--- src/rtl/poly_tone_sequencer.sv ---
// rtl/poly_tone_sequencer.sv - multi-voice square-wave note sequencer with in-order note FIFO
module poly_tone_sequencer #(
  parameter int NUM_VOICES = 2,
  parameter int DEPTH      = 8,
  parameter int PERIOD_W   = 16,
  parameter int DUR_W      = 12,
  localparam int VW        = (NUM_VOICES > 1) ? $clog2(NUM_VOICES) : 1
) (
  input  logic                  clk,
  input  logic                  rst,
  input  logic [15:0]           ticks_per_milli,
  input  logic                  flush,
  input  logic                  in_valid,
  output logic                  in_ready,
  input  logic [VW-1:0]         in_voice,
  input  logic [PERIOD_W-1:0]   in_half_period,
  input  logic [DUR_W-1:0]      in_duration,
  output logic [NUM_VOICES-1:0] sound,
  output logic                  sound_mix,
  output logic [7:0]            led,
  output logic                  busy
);

  localparam int AW = $clog2(DEPTH);
  localparam int LW = AW + 1;
  localparam int EW = VW + PERIOD_W + DUR_W;

  typedef enum logic {
    V_IDLE = 1'b0,
    V_PLAY = 1'b1
  } voice_state_t;

  // ---------------------------------------------------------------- ms tick
  logic [15:0] tick_cnt;
  logic [15:0] tick_last;
  logic        ms_tick;

  // Terminal count of the tick divider; >= keeps a shrinking divisor from running away
  always_comb begin
    tick_last = (ticks_per_milli > 16'd1) ? (ticks_per_milli - 16'd1) : 16'd0;
    ms_tick   = (tick_cnt >= tick_last);
  end

  // Millisecond divider counter, restarted by reset and flush
  always_ff @(posedge clk) begin
    if (rst || flush) begin
      tick_cnt <= '0;
    end else if (ms_tick) begin
      tick_cnt <= '0;
    end else begin
      tick_cnt <= tick_cnt + 16'd1;
    end
  end

  // ---------------------------------------------------------------- note FIFO
  logic [EW-1:0]         mem [DEPTH];
  logic [AW-1:0]         wr_ptr;
  logic [AW-1:0]         rd_ptr;
  logic [LW-1:0]         level;
  logic                  push;
  logic                  pop;
  logic                  load_en;
  logic                  fifo_nonempty;
  logic [EW-1:0]         head;
  logic [VW-1:0]         head_voice;
  logic [PERIOD_W-1:0]   head_hp;
  logic [DUR_W-1:0]      head_dur;
  logic                  head_in_range;
  logic [NUM_VOICES-1:0] voice_busy;
  logic [3:0]            busy4;

  // Push/pop qualification; a busy target voice blocks the head, out-of-range heads are dropped
  always_comb begin
    in_ready      = (level != LW'(DEPTH));
    fifo_nonempty = (level != '0);
    head          = mem[rd_ptr];
    head_voice    = head[EW-1 -: VW];
    head_hp       = head[DUR_W +: PERIOD_W];
    head_dur      = head[DUR_W-1:0];
    head_in_range = ({1'b0, head_voice} < (VW+1)'(NUM_VOICES));
    busy4         = 4'(voice_busy);
    push          = in_valid && in_ready && !flush && !rst;
    pop           = fifo_nonempty && !flush && !rst && (!head_in_range || !busy4[head_voice]);
    load_en       = pop && head_in_range;
  end

  // FIFO storage; no reset needed since level/pointers qualify every read
  always_ff @(posedge clk) begin
    if (push) begin
      mem[wr_ptr] <= {in_voice, in_half_period, in_duration};
    end
  end

  // FIFO pointers and occupancy
  always_ff @(posedge clk) begin
    if (rst || flush) begin
      wr_ptr <= '0;
      rd_ptr <= '0;
      level  <= '0;
    end else begin
      if (push) wr_ptr <= wr_ptr + AW'(1);
      if (pop)  rd_ptr <= rd_ptr + AW'(1);
      case ({push, pop})
        2'b10:   level <= level + LW'(1);
        2'b01:   level <= level - LW'(1);
        default: level <= level;
      endcase
    end
  end

  // ---------------------------------------------------------------- voices
  voice_state_t [NUM_VOICES-1:0]               state_q;
  voice_state_t [NUM_VOICES-1:0]               state_d;
  logic [NUM_VOICES-1:0][DUR_W-1:0]            rem_q;
  logic [NUM_VOICES-1:0][PERIOD_W-1:0]         hp_q;
  logic [NUM_VOICES-1:0][PERIOD_W-1:0]         phase_q;
  logic [NUM_VOICES-1:0]                       snd_q;
  logic [NUM_VOICES-1:0]                       load_v;

  // Voice next-state: start on dispatch, stop when the remaining duration runs out
  always_comb begin
    state_d    = state_q;
    load_v     = '0;
    voice_busy = '0;
    for (int v = 0; v < NUM_VOICES; v++) begin
      load_v[v]     = load_en && (head_voice == VW'(v));
      voice_busy[v] = (state_q[v] == V_PLAY);
      case (state_q[v])
        V_IDLE: begin
          if (load_v[v]) state_d[v] = V_PLAY;
        end
        V_PLAY: begin
          if (rem_q[v] == '0) begin
            state_d[v] = V_IDLE;
          end else if (ms_tick && (rem_q[v] == DUR_W'(1))) begin
            state_d[v] = V_IDLE;
          end
        end
        default: state_d[v] = V_IDLE;
      endcase
    end
  end

  // Voice state register
  always_ff @(posedge clk) begin
    if (rst || flush) begin
      state_q <= {NUM_VOICES{V_IDLE}};
    end else begin
      state_q <= state_d;
    end
  end

  // Per-voice duration countdown and square-wave phase generator
  always_ff @(posedge clk) begin
    for (int v = 0; v < NUM_VOICES; v++) begin
      if (rst || flush) begin
        rem_q[v]   <= '0;
        hp_q[v]    <= '0;
        phase_q[v] <= '0;
        snd_q[v]   <= 1'b0;
      end else if (load_v[v]) begin
        rem_q[v]   <= head_dur;
        hp_q[v]    <= head_hp;
        phase_q[v] <= '0;
        snd_q[v]   <= 1'b0;
      end else if (state_q[v] == V_PLAY) begin
        if (state_d[v] == V_IDLE) begin
          phase_q[v] <= '0;
          snd_q[v]   <= 1'b0;
        end else begin
          if (ms_tick) rem_q[v] <= rem_q[v] - DUR_W'(1);
          if (hp_q[v] == '0) begin
            snd_q[v] <= 1'b0;
          end else if (phase_q[v] == (hp_q[v] - PERIOD_W'(1))) begin
            phase_q[v] <= '0;
            snd_q[v]   <= ~snd_q[v];
          end else begin
            phase_q[v] <= phase_q[v] + PERIOD_W'(1);
          end
        end
      end
    end
  end

  // Status outputs derived directly from registered state
  always_comb begin
    sound     = snd_q;
    sound_mix = ^snd_q;
    led       = {((32'(level) > 32'd15) ? 4'hF : 4'(level)), busy4};
    busy      = fifo_nonempty || (|voice_busy);
  end

endmodule
--- config.mk ---
export PLATFORM = sky130hd
export DESIGN_NAME = poly_tone_sequencer
export DESIGN_NICKNAME = d
export VERILOG_FILES = /design/src/rtl/poly_tone_sequencer.sv
export SDC_FILE = /design/constraint.sdc
export NUM_CORES = 1
export LEC_CHECK = 0
export BUFFER_PORTS_ARGS = -buffer_cell sky130_fd_sc_hd__buf_2
export CORE_ASPECT_RATIO = 0.6
export CORE_UTILIZATION = 55
export CTS_CLUSTER_SIZE = 20
export DETAILED_ROUTE_END_ITERATION = 8
export PLACE_DENSITY = 0.72
export RECOVER_POWER = 50
export SLEW_MARGIN = 20
export SYNTH_ARGS = -nofsm -noshare
export SYNTH_HDL_FRONTEND = slang
export SYNTH_SLANG_ARGS = --single-unit
--- constraint.sdc ---
create_clock -name clk -period 10.5 [get_ports clk]
set_clock_uncertainty 0.05 [all_clocks]
set_input_delay 0 -clock clk [delete_from_list [all_inputs] [get_ports clk]]
set_output_delay 0 -clock clk [all_outputs]
set_load 0.02 [all_outputs]
Word-level counts from Yosys, hierarchy flattened
Memories as Yosys holds them, arrays and structs flattened. A register that Yosys moved wholly into a read port is not among the register bits. Index checks and enable logic that the tools add are counted.

Register bits: 118. Latch bits: 0. RAM bits: 232. ROM bits: 0. Input port bits: 49. Output and inout port bits: 13. Word-level logic and storage cells: 120. Memories: 1.

Add/sub/neg operators: 12. Multiply operators: 0. Divide/modulo/power cells: 0. Order comparisons: 3. Equality and inequality tests: 11. Shift operators: 0. Muxes and demuxes: 36. Bitwise logic cells: 5. Reductions and logical operators: 38.

Memories: mem (depth 8, width 29, rd ports 1, clocked after Yosys merged registers in 1, write ports 1, RTL line 56) `logic [EW-1:0] mem [DEPTH];`.

Operators by type and width (count): $mux W16 (7); $mux W12 (8); $add A16 B1 Y16 const B (3); $sub A16 B1 Y16 const B (3); $eq A16 B16 Y1 (2); $logic_not A16 Y1 (2); $eq A12 B1 Y1 const B (2); $logic_not A12 Y1 (2); $sub A12 B1 Y12 const B (2); $ge A16 B16 Y1 (1); $gt A16 B1 Y1 const B (1); $mux W1 (16); $reduce_bool A2 Y1 (7); $logic_and A1 B1 Y1 (10); $pmux W4 S2 (1); $reduce_and A2 Y1 (4); $reduce_or A2 Y1 (4); $add A3 B1 Y3 const B (2); $mux W3 (2); $ne A3 B1 Y1 const B (2); $reduce_and A3 Y1 (2); $not A1 Y1 (5); $add A4 B1 Y4 const B (1); $ne A2 B2 Y1 const B (2); 10 further kinds (14).

Longest topological paths before layout
Gate-level depths: netlist of the first run.

Word-level depth: 10. Depth in mapped cells: 18. Gate-level depth less buffers: 15.

Worst setup path after synthesis of the first run
No wires, ideal clock.

Kind: in2reg. From: input port ticks_per_milli[5]. To: register phase_q[12] in the netlist's numbering. Setup time: 0.117 ns. Arrival: 3.769 ns. Data required time: 10.333 ns. Setup slack: 6.564 ns. Cell stages on the path: 17. Path buffers: 2. Cell sequence: or4_1 nor3_1 nand2_1 nor4_1 xor2_1 nand2_1 ha_1 nand4_1 or3_1 a311oi_1 or3_1 buf_2 a41oi_2 buf_2 nor4_1 xnor2_1 nor2_1.

Longest elaborated chain between the ends: 9. Elaborated cells between the ends (all ways): 11. Classes of those cells: add/sub (1); order compare (2); eq/ne (1); mux (5); reduce/logical (2).

Ends and longest elaborated chain: from (decl) (RTL line 11) `input logic [15:0] ticks_per_milli,`; $sub A16 B1 Y16 or $gt A16 B1 Y1 (tied branches) (RTL line 40) `tick_last = (ticks_per_milli > 16'd1) ? (ticks_per_milli - 16'd1) : 16'd0;`; $mux W16 (*) (RTL line 40); $ge A16 B16 Y1 (*) (RTL line 41) `ms_tick = (tick_cnt >= tick_last);`; $logic_and A1 B1 Y1 (*) (RTL line 135) `end else if (ms_tick && (rem_q[v] == DUR_W'(1))) begin`; $mux W1 (*) (RTL line 135); $mux W1 (*) (RTL line 133) `if (rem_q[v] == '0) begin`; $pmux W1 S2 (*) (RTL line 128) `case (state_q[v])`; $ne A2 B2 Y1 (no line); $reduce_and A2 Y1 (no line); to (signal, indexed assignment) (RTL line 178) `phase_q[v] <= phase_q[v] + PERIOD_W'(1);`; to (decl) (RTL line 116) `logic [NUM_VOICES-1:0][PERIOD_W-1:0] phase_q;`.

Mark *: on every way between the ends. The rest lies on a longest branch, timed or not. A chain may end at the register's enable or synchronous reset.

==> metrics list, run 1 <==
- Number of sinks driven by the clock tree: 353
- Result of the run: finished with violations
- Among cell families on the critical path, the largest total delay comes from compound AO/OA/AOI/OAI gates.
* Post-detailed-route DRC marker count: 0
* Clock insertion delay at the later pin of the skew report: 0.58 ns
- Clock tree synthesis selected as its root buffer the cell clkbuf_16.
- Number of design-rule violations left by the first detailed-router iteration: 1,023
* Worst Tran Pin Value: 2.03 ns
- For this design the static power due to leakage is 5.97 nW.
- In this run, synthesis produced a sequential element count of 353.
- The netlist uses 75 different library cells.
* Final worst-path setup slack: 6.08 ns
- For this run, the detailed router's first-pass iteration total came to 5.
- List of cells traversed by the critical path: buf_4 -> mux4_2 -> mux2i_1 -> nor2_1 -> a211oi_1 -> ha_1 -> ha_1 -> a21o_1 -> a21oi_1 -> xnor2_1 -> or3_1 -> a21oi_1
- The die covers 0.0299 mm².
- The checks that failed: capacitance limit, slew limit.
- Relative to the synthesized area, the layout overhead comes to 12.1%.
- Once the floorplan was initialized, standard cells occupied 55.9% of the core.
* Post-route ant nets: 0
* Async set or reset register ratio after synthesis: 0%
- Arrival time of data at the critical path endpoint: 4.86 ns
- Final critical path time including I/O delays and setup: 4.42 ns
- Number of placement rows: 48
- After clock tree synthesis, the setup repair step added 0 buffers.
- Cell Area, Synth: 0.0161 mm²
- Global routing consumed, over all layers together, 23.7% of the routing resources.
- In this run the number of H-tree levels came out at 1.
- Worst rel slew slack: -35.6%
- Category of the worst setup path launch point: flip-flop
- In the routed layout, each cell is associated on average with a via count of 5.97.
* Core Area: 0.0288 mm²
- Pwr dens: 150 mW/mm²
- After the last flow step, the layout net total stands at 1,443.
- Share of layout cells above drive strength 1: 13.4%
* Gp weighted congestion: 0.905
- Hold Crit Class: in -> reg
- In this run, synthesis inferred 232 flip-flops with an integrated enable.
- Dividing the synthesized area by the synthesized cell count gives 12.5 µm².
* Total negative setup slack: 0 ns
* Wire length of the first global-routing pass: 55,100 µm
- The count of endpoints failing hold in the final timing report was 0.
* Seq/Total Area, Yosys: 58.4%
* Worst setup path class: reg -> reg
- Number of I/O pins: 62
- Die Span Y: 134 µm
- Fmax: 0.226 GHz
- Dividing the detail-routed wire length by the instance count gives 19.9 µm.
- Leftover overflow at the end of global routing: 0
- edfxtp_1 takes more of the synthesized area than any other cell.
* Worst Path Required: 10.95 ns
* Final Setup Violations: 0
- The via count of the first global-routing pass was 10.0k.
* Gate count after technology mapping: 1,284
- Setup Slack @ Placement: 5.73 ns
- Final clock period utilization by the worst path: 42.1%
- TritonCTS built the clock tree.
* Number of buffers on the longest clock path: 3
- Port buffering added 59 buffers.
- Count of warnings emitted by yosys: 0
- Finished Cell Area: 0.0180 mm²
- MaxCap Viol Count: 2
* Largest net degree at the start of global routing: 65
- Cts bufs inserted: 31
- In the synthesized netlist the dominant register cell turns out to be edfxtp_1.
- Across the VDD grid, the largest voltage drop is 0.122 mV.
* Crit path max fanout: 49
- Among all stages on the critical path, the largest delay is contributed by buf_4.
* Number of antenna violations at the first check in global routing: 2
- Clock-pin slew was measured on the worst setup and hold paths at 0.06 ns.
- Wire length after detailed routing: 35,000 µm
- Area share of the largest cell type after synthesis: 43.3%
- In this design, the stage delay of the slowest critical-path cell is 0.78 ns.
- The die is 223 µm wide.
- The worst setup path is captured at a flip-flop.
* Setup repair after global routing missed its margin: no
* Number of buffers and inverters on the critical path: 1
- Instance area at placement: 0.0167 mm²
* Total number of vias: 10.5k
- Most area-consuming cells after synthesis: edfxtp_1 43%, dfxtp_1 15%, mux4_2 8.1%, nor2_1 3.9%, xor2_1 3.2%
* Final Max Slew Viols: 31
- DP HPWL: 22,500 µm
synth_stat cells, types with 4 or more instances:
cell type	count
nor4_1	15
nor3b_1	4
dfxtp_1	121
mux4_2	58
and2_1	5
mux2_2	22
or4_1	10
buf_2	11
a21oi_1	37
buf_1	8
or2_2	6
a211oi_1	16
clkbuf_1	41
nand3_1	32
o21ai_0	23
edfxtp_1	232
nor4b_1	4
xnor2_1	52
nor3_1	59
and3_1	16
and4_1	5
nand3b_1	5
nor2b_1	6
nand2_1	82
nor2_1	165
inv_1	25
xor2_1	59
a31oi_1	15
nand4b_1	5
o211a_1	4
mux2i_1	8
or3_1	11
nand2b_1	8
nand4_1	18
ha_1	34
o211ai_1	5
tightest hold or removal path: stages:
cell           delay, ns
dlygate4sd3_1       0.53
buf_2               0.15
nand3_1             0.09
a21oi_1             0.05
cell type report:
class	instances	area, µm²
Inverter	25	93.8
Antenna cell	2	5.00
Fill cell	2201	10700
Clock buffer	40	830
Clock inverter	18	173
Tap cell	375	469
Sequential cell	353	9390
Timing Repair Buffer	105	707
Multi-Input combinational cell	843	6350
placed cells by master, fill, tap and decap left out, types with 16 or more instances in the layout:
master and count:
nand2_1 82, nand4_1 18, and3_1 16, dfxtp_1 119, clkbuf_1 48, ha_1 34, nor3_1 58, buf_2 19
a211oi_1 16, o21ai_0 23, dlygate4sd3_1 32, clkbuf_16 31, inv_1 25, edfxtp_1 232, mux4_2 58, mux2_2 22
a21oi_1 37, xor2_1 59, nand3_1 32, xnor2_1 52, nor2_1 162
power by group:
| part | total, W | internal [W] | switching (W) |
|---|---|---|---|
| Sequential | 0.00149 | 0.00148 | 0.00000279 |
| Combinational | 0.0000827 | 0.0000317 | 0.0000510 |
| Clock | 0.00114 | 0.000631 | 0.000505 |
cell families after synthesis:
| logic type | share of synthesized area, % |
|---|---|
| xor+xnor | 6.05 |
| compound gates | 6.05 |
| flops | 58.4 |
| buf+inv | 2.30 |
| other cells | 0.0233 |
| fa+ha+maj | 2.77 |
| mux | 10.2 |
| simple gates | 14.2 |
metrics by stage:
step	utilization, %	total power, W	hold WS, ns	cells
after global placement	58.1	0.00159	0.218	1666
after floorplan	-	0.00156	0.0489	1285
final	62.6	0.00270	0.251	1761
after detailed placement	58.1	0.00159	0.223	1666
after global routing	62.6	0.00278	0.240	1759
after CTS	62.7	0.00272	0.159	1756
registers in the layout, summed over array words and instances, names as in the netlist, 3 cells and up, named ones only:
name      flops
tick_cnt     16
wr_ptr        3
phase_q      32
rem_q        24
hp_q         32
mem         232
rd_ptr        3
level         4
what timing repair did:
action                    4_1_cts  5_1_grt
hold endpoints to repair      246        0
hold buffers                   32        0
resized for setup               0        0
final timing paths:
kind,cells after the start,startpoint,slack [ns],to
worst max-delay path,12,flip-flop,6.08,level[3]
worst min-delay path,4,in_valid,0.25,wr_ptr[1]
worst max register to register,12,flip-flop,6.08,level[3]
worst min register to register,1,tick_cnt[0],0.43,tick_cnt[0]
per-layer routing:
layer | GRT usage, % | part of all wire, % | wire, µm | vias to the layer above
met4 | 4.48 | 1.3 | 444 | 0
met5 | 0 | 0 | 0 | -
li1 | - | - | - | 4929
met3 | 4.62 | 6.6 | 2310 | 41
met1 | 36.2 | 48 | 16800 | 5203
met2 | 35.4 | 44 | 15500 | 338
(Power assumes the default switching activity.)
==> run 2: changes to the inputs <==
==> constraint.sdc (replaced) <==
create_clock -name clk -period 4.1 [get_ports clk]
set_clock_uncertainty 0.05 [all_clocks]
set_input_delay 0 -clock clk [delete_from_list [all_inputs] [get_ports clk]]
set_output_delay 0 -clock clk [all_outputs]
set_load 0.02 [all_outputs]
==> run 2 against run 1 <==
The run still ends with capacitance limit, slew limit left. Combinational power grew to 2.6 times the previous value. Die area stayed put. Sequential cell count is the same. Largest cell class unchanged.
==> metrics list, run 2 (synthesis gave the netlist of run 1 again) <==
- Result of the run: finished with violations
- The checks that failed: capacitance limit, slew limit.
- Total leakage power: 6.11 nW
- Leaving out fill and tap cells, the most frequent cell in the layout is edfxtp_1.
- Max-cap violations in this run came to 2.
- Post-route ant nets: 0
* Number of design-rule violations left by the first detailed-router iteration: 1,132
* Cts bufs inserted: 31
* Met3 Track Usage GR: 5.48%
* Layout fillers: 2,173
- The die covers 0.0299 mm².
- Final routed wire length divided by cell count: 20.3 µm
* Worst Path Required: 4.27 ns
- Based on the critical path, the design can be clocked at up to 0.268 GHz.
- Buffer cell driving the clock tree root: clkbuf_16
- For the worst flop-to-flop path, the logic depth is 12.
* Clock insertion delay at the later pin of the skew report: 0.58 ns
- STA classifies the critical path endpoint as a flip-flop.
- Global routing consumed, on the met1 layer, 37.2% of the routing resources.
* Number of setup buffers added after CTS: 0
- At the worst endpoint, the arrival time is 3.89 ns.
- Worst Tran Pin Value: 2.37 ns
- Largest register FFs: 232
- Category of the worst setup path launch point: input pin
* Pwr dens: 392 mW/mm²
- Finished Cell Area: 0.0183 mm²
* Worst rel slew slack: -58.3%
- Number of sinks driven by the clock tree: 353
- Depth of the CTS H-tree: 1
- Number of cells upsized or downsized after cts: 0
* Routed via count divided by cell count: 5.95
- Crit path max fanout: 23
* Wire length after detailed routing: 36,200 µm
- Final clock period utilization by the worst path: 90.9%
- IR analysis of the VDD net gives a maximum drop of 0.316 mV.
- Area used by multi-input combinational logic: 0.00637 mm²
- Share of layout cells above drive strength 1: 13.9%
* DP HPWL: 23,300 µm
* Leftover overflow at the end of global routing: 0
- Post-detailed-route DRC marker count: 0
* Biggest register: mem
* Number of placement rows: 48
- For the final routed database, the setup TNS stands at 0 ns.
- The number of max-slew violations in the final report is 92.
* Instance area at placement: 0.0169 mm²
- Crit path launch: flush
* Commonest cells after routing, fill and taps aside: 232 x edfxtp_1, 160 x nor2_1, 119 x dfxtp_1, 82 x nand2_1, 59 x xor2_1
- Total number of vias: 10.6k
- Met2 Resource Use GR: 36.9%
- Internal reg-to-reg setup slack: 0.49 ns
- Detailed Routing Iterations Pass 1: 6
* Worst setup path class: in -> reg
- The largest registers in the layout are mem x232, hp_q x32, phase_q x32.
- The worst register-to-register path ends at level[3].
* Final critical path time including I/O delays and setup: 3.73 ns
- The first global-routing pass estimated 57,500 µm of wire.
- Hold Crit Class: in -> reg
- Area growth syn-to-layout: 13.5%
- Number of I/O pins: 62
* Core Area: 0.0288 mm²
- Total of hold buffers inserted after clock tree synthesis: 32
- Setup violations remaining at the end of the flow were counted as 0.
- Entering global routing, the biggest net connects 53 pins.
* Gp weighted congestion: 0.894
* Starting density of the core: 55.9%
- Clock-pin slew was measured on the worst setup and hold paths at 0.07 ns.
- The critical path ends at mem[3][18].
* Number of antenna violations at the first check in global routing: 2
* Final hold violation count: 0
- Die Span Y: 134 µm
- For this run, the post-layout net count is 1,462.
* TritonCTS clock tree: done
- Count of input and output buffers: 59
- The sequential cells in the finished layout cover a total of 0.00939 mm².
- Across all hold checks on the routed design, the worst slack comes to 0.0917 ns.
* Number of global-route vias before repair: 10.3k
* Most crowded layer after global routing: met1
- In this run the deepest clock path goes through 3 buffers.
- Width of the chip: 223 µm
- Setup repair after global routing left no endpoint under its margin.
* Startpoint of the tightest hold check path: rst
- Global routing consumed, over all layers together, 24.7% of the routing resources.
[run 2: per-stage QoR]
step / worst slack, ns / util [%] / instances / power, W
floorplan: 0.164 / - / 1285 / 0.00399
global placement: 0.0325 / 58.8 / 1688 / 0.00407
detailed placement: -0.130 / 58.8 / 1688 / 0.00408
CTS: 0.464 / 63.7 / 1777 / 0.00718
global route: 0.0954 / 63.4 / 1778 / 0.00733
finish: 0.373 / 63.5 / 1779 / 0.00715
[run 2: how the worst min path moves through the flow]
stage                      endpoint  slack (ns)  cells past startpoint
after floorplan           mem[0][0]        0.05                      0
after global placement    mem[3][7]        0.22                      1
after detailed placement  mem[3][7]        0.22                      1
after CTS                 rd_ptr[0]        0.12                      6
after global routing      flip-flop        0.19                      6
final                     flip-flop        0.09                      6
[run 2: area by class of cell]
type / instances / share of cell area, %
Antenna cell: 2 / 0.0274
Clock buffer: 32 / 4.27
Clock inverter: 25 / 1.68
Inverter: 25 / 0.514
Multi-Input combinational cell: 843 / 34.9
Sequential cell: 353 / 51.5
Tap cell: 375 / 2.57
Timing Repair Buffer: 124 / 4.56
[run 2: critical path: stages]
cell	delay [ns]
dlygate4sd3_1	0.53
buf_2	0.12
nor2_1	0.33
dlygate4sd3_1	0.67
clkbuf_1	0.62
nand4_1	0.44
nor2_1	0.64
buf_4	0.51
[run 2: layer usage]
| metal | vias up | wire, µm | part of all wire (%) |
|---|---|---|---|
| li1 | 4966 | - | - |
| met4 | 0 | 493 | 1.4 |
| met3 | 39 | 2870 | 7.9 |
| met5 | - | 0 | 0 |
| met2 | 377 | 16100 | 44 |
| met1 | 5204 | 16700 | 46 |
[run 2: where the power goes]
part	internal, W	total (W)	switching, W
Sequential	0.00380	0.00380	0.00000739
Combinational	0.0000831	0.000217	0.000134
Clock	0.00177	0.00313	0.00135
Total	0.00565	0.00715	0.00150
==> run 3: changes to the inputs <==
--- a/config.mk
+++ b/config.mk
@@ -10,6 +10,7 @@
 export CORE_UTILIZATION = 55
 export CTS_CLUSTER_SIZE = 20
 export DETAILED_ROUTE_END_ITERATION = 8
+export GPL_TIMING_DRIVEN = 0
 export PLACE_DENSITY = 0.72
 export RECOVER_POWER = 50
 export SLEW_MARGIN = 20
==> run 3 against run 2 <==
The run still ends with capacitance limit, slew limit left. Routed wire length grew 4.2%. Clock power fell by 6.4%. Hold slack lost 0.018 ns. Setup slack got worse by 0.14 ns. Non-clock buffer count rose by 45. Count of clock-buffer cells in the layout increased by 5. Combinational power rose by 4%. Via count is 4.1% higher. Global-route usage grew 0.98 points. Die area unchanged. Sequential cell count is the same. Largest cell class unchanged.
==> metrics list, run 3 (synthesis gave the netlist of run 1 again) <==
- In the finished design, the share of the clock period the worst path needs comes to 94.3%.
- Arrival time of data at the critical path endpoint: 4.28 ns
- Failing checks: capacitance limit, slew limit
- Cells with a size suffix above 1 make up 13.8% of the layout.
* Largest register FFs: 232
* Final Setup Violations: 0
- The top cell types in the final layout, fill and taps aside, are 232 x edfxtp_1, 163 x nor2_1, 121 x dfxtp_1, 88 x clkbuf_1, 82 x nand2_1.
* Die outline area: 0.0299 mm²
* Leftover overflow at the end of global routing: 0
- Count of input and output buffers: 59
- In this run, the number of DRC markers left after iteration 0 of detailed routing was 1,119.
- The flow ran to the end, but the final reports show violations.
* Cts bufs inserted: 31
- Counting flops per register, the top entry is mem.
* Final standard cell count with taps included and fillers excluded: 1,823
* Number of placement rows: 48
- On the critical path the largest part of the delay comes from simple AND/OR/NAND/NOR gates.
- The largest registers in the layout are mem x232, hp_q x32, phase_q x32.
* Total number of vias: 11.0k
* Final critical path time including I/O delays and setup: 3.87 ns
- Leaving out fill and tap cells, the most frequent cell in the layout is edfxtp_1.
- In this run the horizontal extent of the chip is 223 µm.
* Final Max Slew Viols: 39
* Routed via count divided by cell count: 6.05
- Finished Cell Area: 0.0184 mm²
- After detailed routing, the average wire length per cell comes to 20.7 µm.
- In the final design database the tool counted 1,507 nets.
- Setup total negative slack on the finished layout was measured at 0 ns.
- Fmax: 0.259 GHz
- 0 antenna diodes ended up in the layout.
- Number of buffers on the longest clock path: 3
- Highest cell delay on the worst timing path: 0.61 ns
- DP HPWL: 26,600 µm
- For this design, the slowest cell found on the critical path is or4_1.
* Category of the worst setup path launch point: input pin
- Worst VDD drop: 0.398 mV
* Post-route ant nets: 0
* Detailed Routing Iterations Pass 1: 7
- Max-cap violations in this run came to 3.
- Clock latency on the worst-skew pair, taken at its later pin, is 0.57 ns.
* Worst rel slew slack: -13.4%
* Number of global-route vias before repair: 10.4k
* Number of I/O pins: 62
- Measured in cells, the most critical reg-to-reg path has a length of 12.
* List of cells traversed by the critical path: buf_2 -> or4_1 -> nor3_4 -> nand2_1 -> nor4_2 -> xor2_1 -> nand2_1 -> ha_1 -> nand4_1 -> or3_1 -> a311oi_2 -> or3_1 -> buf_2 -> a41oi_4 -> buf_6 -> nor4_1 -> xnor2_1 -> nor2_1
- Pwr dens: 378 mW/mm²
- Along the worst path, the maximum fanout reaches 10.
- From synthesis to final layout, the design area changed by 14.5%.
- Clock-pin slew was measured on the worst setup and hold paths at 0.07 ns.
- For this run, design rule violations remaining after detail routing come to 0.
- Crit path launch: ticks_per_milli[5]
* Worst setup path class: in -> reg
- Instance area at placement: 0.0171 mm²
* Worst Path Required: 4.51 ns
- Entering global routing, the biggest net connects 21 pins.
- Starting density of the core: 55.9%
- Crit end category: flip-flop
* TritonCTS clock tree: done
* Core Area: 0.0288 mm²
- Total instance count after detailed placement: 1,732
- Layout fillers: 2,154
* Worst setup path endpoint: phase_q[13]
- After detailed routing, the total wire length is 37,700 µm.
- Wire length of the first global-routing pass: 59,100 µm
- Global routing used 25.7% of the available tracks across all layers.
* Internal reg-to-reg setup slack: 0.37 ns
- Number of sinks driven by the clock tree: 353
- In this run the number of H-tree levels came out at 1.
* Buffer cell driving the clock tree root: clkbuf_16
* Final hold violation count: 0
- Total leakage power: 6.15 nW
- Hold Crit Class: in -> reg
- Final Total Pwr: 0.00696 W
- The critical path crosses 18 cells after its start point.
- The initial antenna violation count was 0.
- Routability-driven placement finished with a final weighted congestion of 0.886.
* Die Span Y: 134 µm
- At the placement stage, the worst setup path has a slack of -0.794 ns.
* Worst Tran Pin Value: 1.69 ns
- Final worst-path setup slack: 0.235 ns
- The endpoint identified for the worst register-to-register timing path is level[3].
- Number of buffers and inverters on the critical path: 3
==> run 3: worst reg2reg max path, delay by kind of cell, from the launching register on <==
kind                     cells  cell delay, ns
AO/OA/AOI/OAI                4            1.07
multiplexers                 2            0.93
adder cells (fa/ha/maj)      2            0.56
AND/OR/NAND/NOR              2            0.39
flip-flops                   1            0.31
buffers and inverters        1            0.24
XOR/XNOR                     1            0.09
==> run 3: worst min path at each step <==
stage	from	endpoint	slack, ns	depth (start not counted)
after floorplan	in_duration[0]	mem[0][0]	0.05	0
after global placement	in_half_period[11]	mem[7][23]	0.22	1
after detailed placement	in_half_period[0]	mem[7][12]	0.22	1
after CTS	rst	phase_q[21]	0.06	4
after global routing	rst	phase_q[21]	0.09	4
final	rst	phase_q[17]	0.07	5
==> run 3: final cells by class <==
cell class / count / area (µm²) / area share, %
flip-flops and latches: 353 / 9390 / 51.0
clock inverters: 21 / 205 / 1.11
plain buffers: 64 / 283 / 1.54
clock buffers: 37 / 798 / 4.34
repair buffers: 105 / 787 / 4.27
inverters: 25 / 93.8 / 0.510
well taps: 375 / 469 / 2.55
multi-input cells: 843 / 6390 / 34.7
==> run 3: what timing repair did <==
item	4_1_cts	5_1_grt
pin swaps	0	1
endpoints found under the setup margin	9	44
endpoints found under the hold margin	237	0
gates resized for setup	2	8
hold buffers	32	0
setup buffers	0	1
==> run 3: where the power goes <==
| part | switching, W | leakage, nW | internal (W) |
|---|---|---|---|
| Combinational | 0.000139 | 2.61 | 0.0000872 |
| Sequential | 0.00000701 | 3.06 | 0.00380 |
| Clock | 0.00129 | 0.473 | 0.00164 |
| Total | 0.00144 | 6.15 | 0.00552 |
==> run 3: per-layer routing <==
layer  track usage [%]  vias up  share of wire, %  routed length, µm
met3              4.34       54               8.5               3220
li1                  -     5065                 -                  -
met5                 0        -                 0                  0
met1              40.7     5444                47              17700
met4              5.10        0               1.7                650
met2              37.1      461                43              16100
==> run 3: through the flow <==
| step | hold slack [ns] | utilization (%) |
|---|---|---|
| after floorplan | 0.0489 | - |
| after global placement | 0.218 | 58.6 |
| after detailed placement | 0.224 | 59.5 |
| after CTS | 0.0615 | 64.1 |
| after global routing | 0.0865 | 64.0 |
| final | 0.0736 | 64.0 |
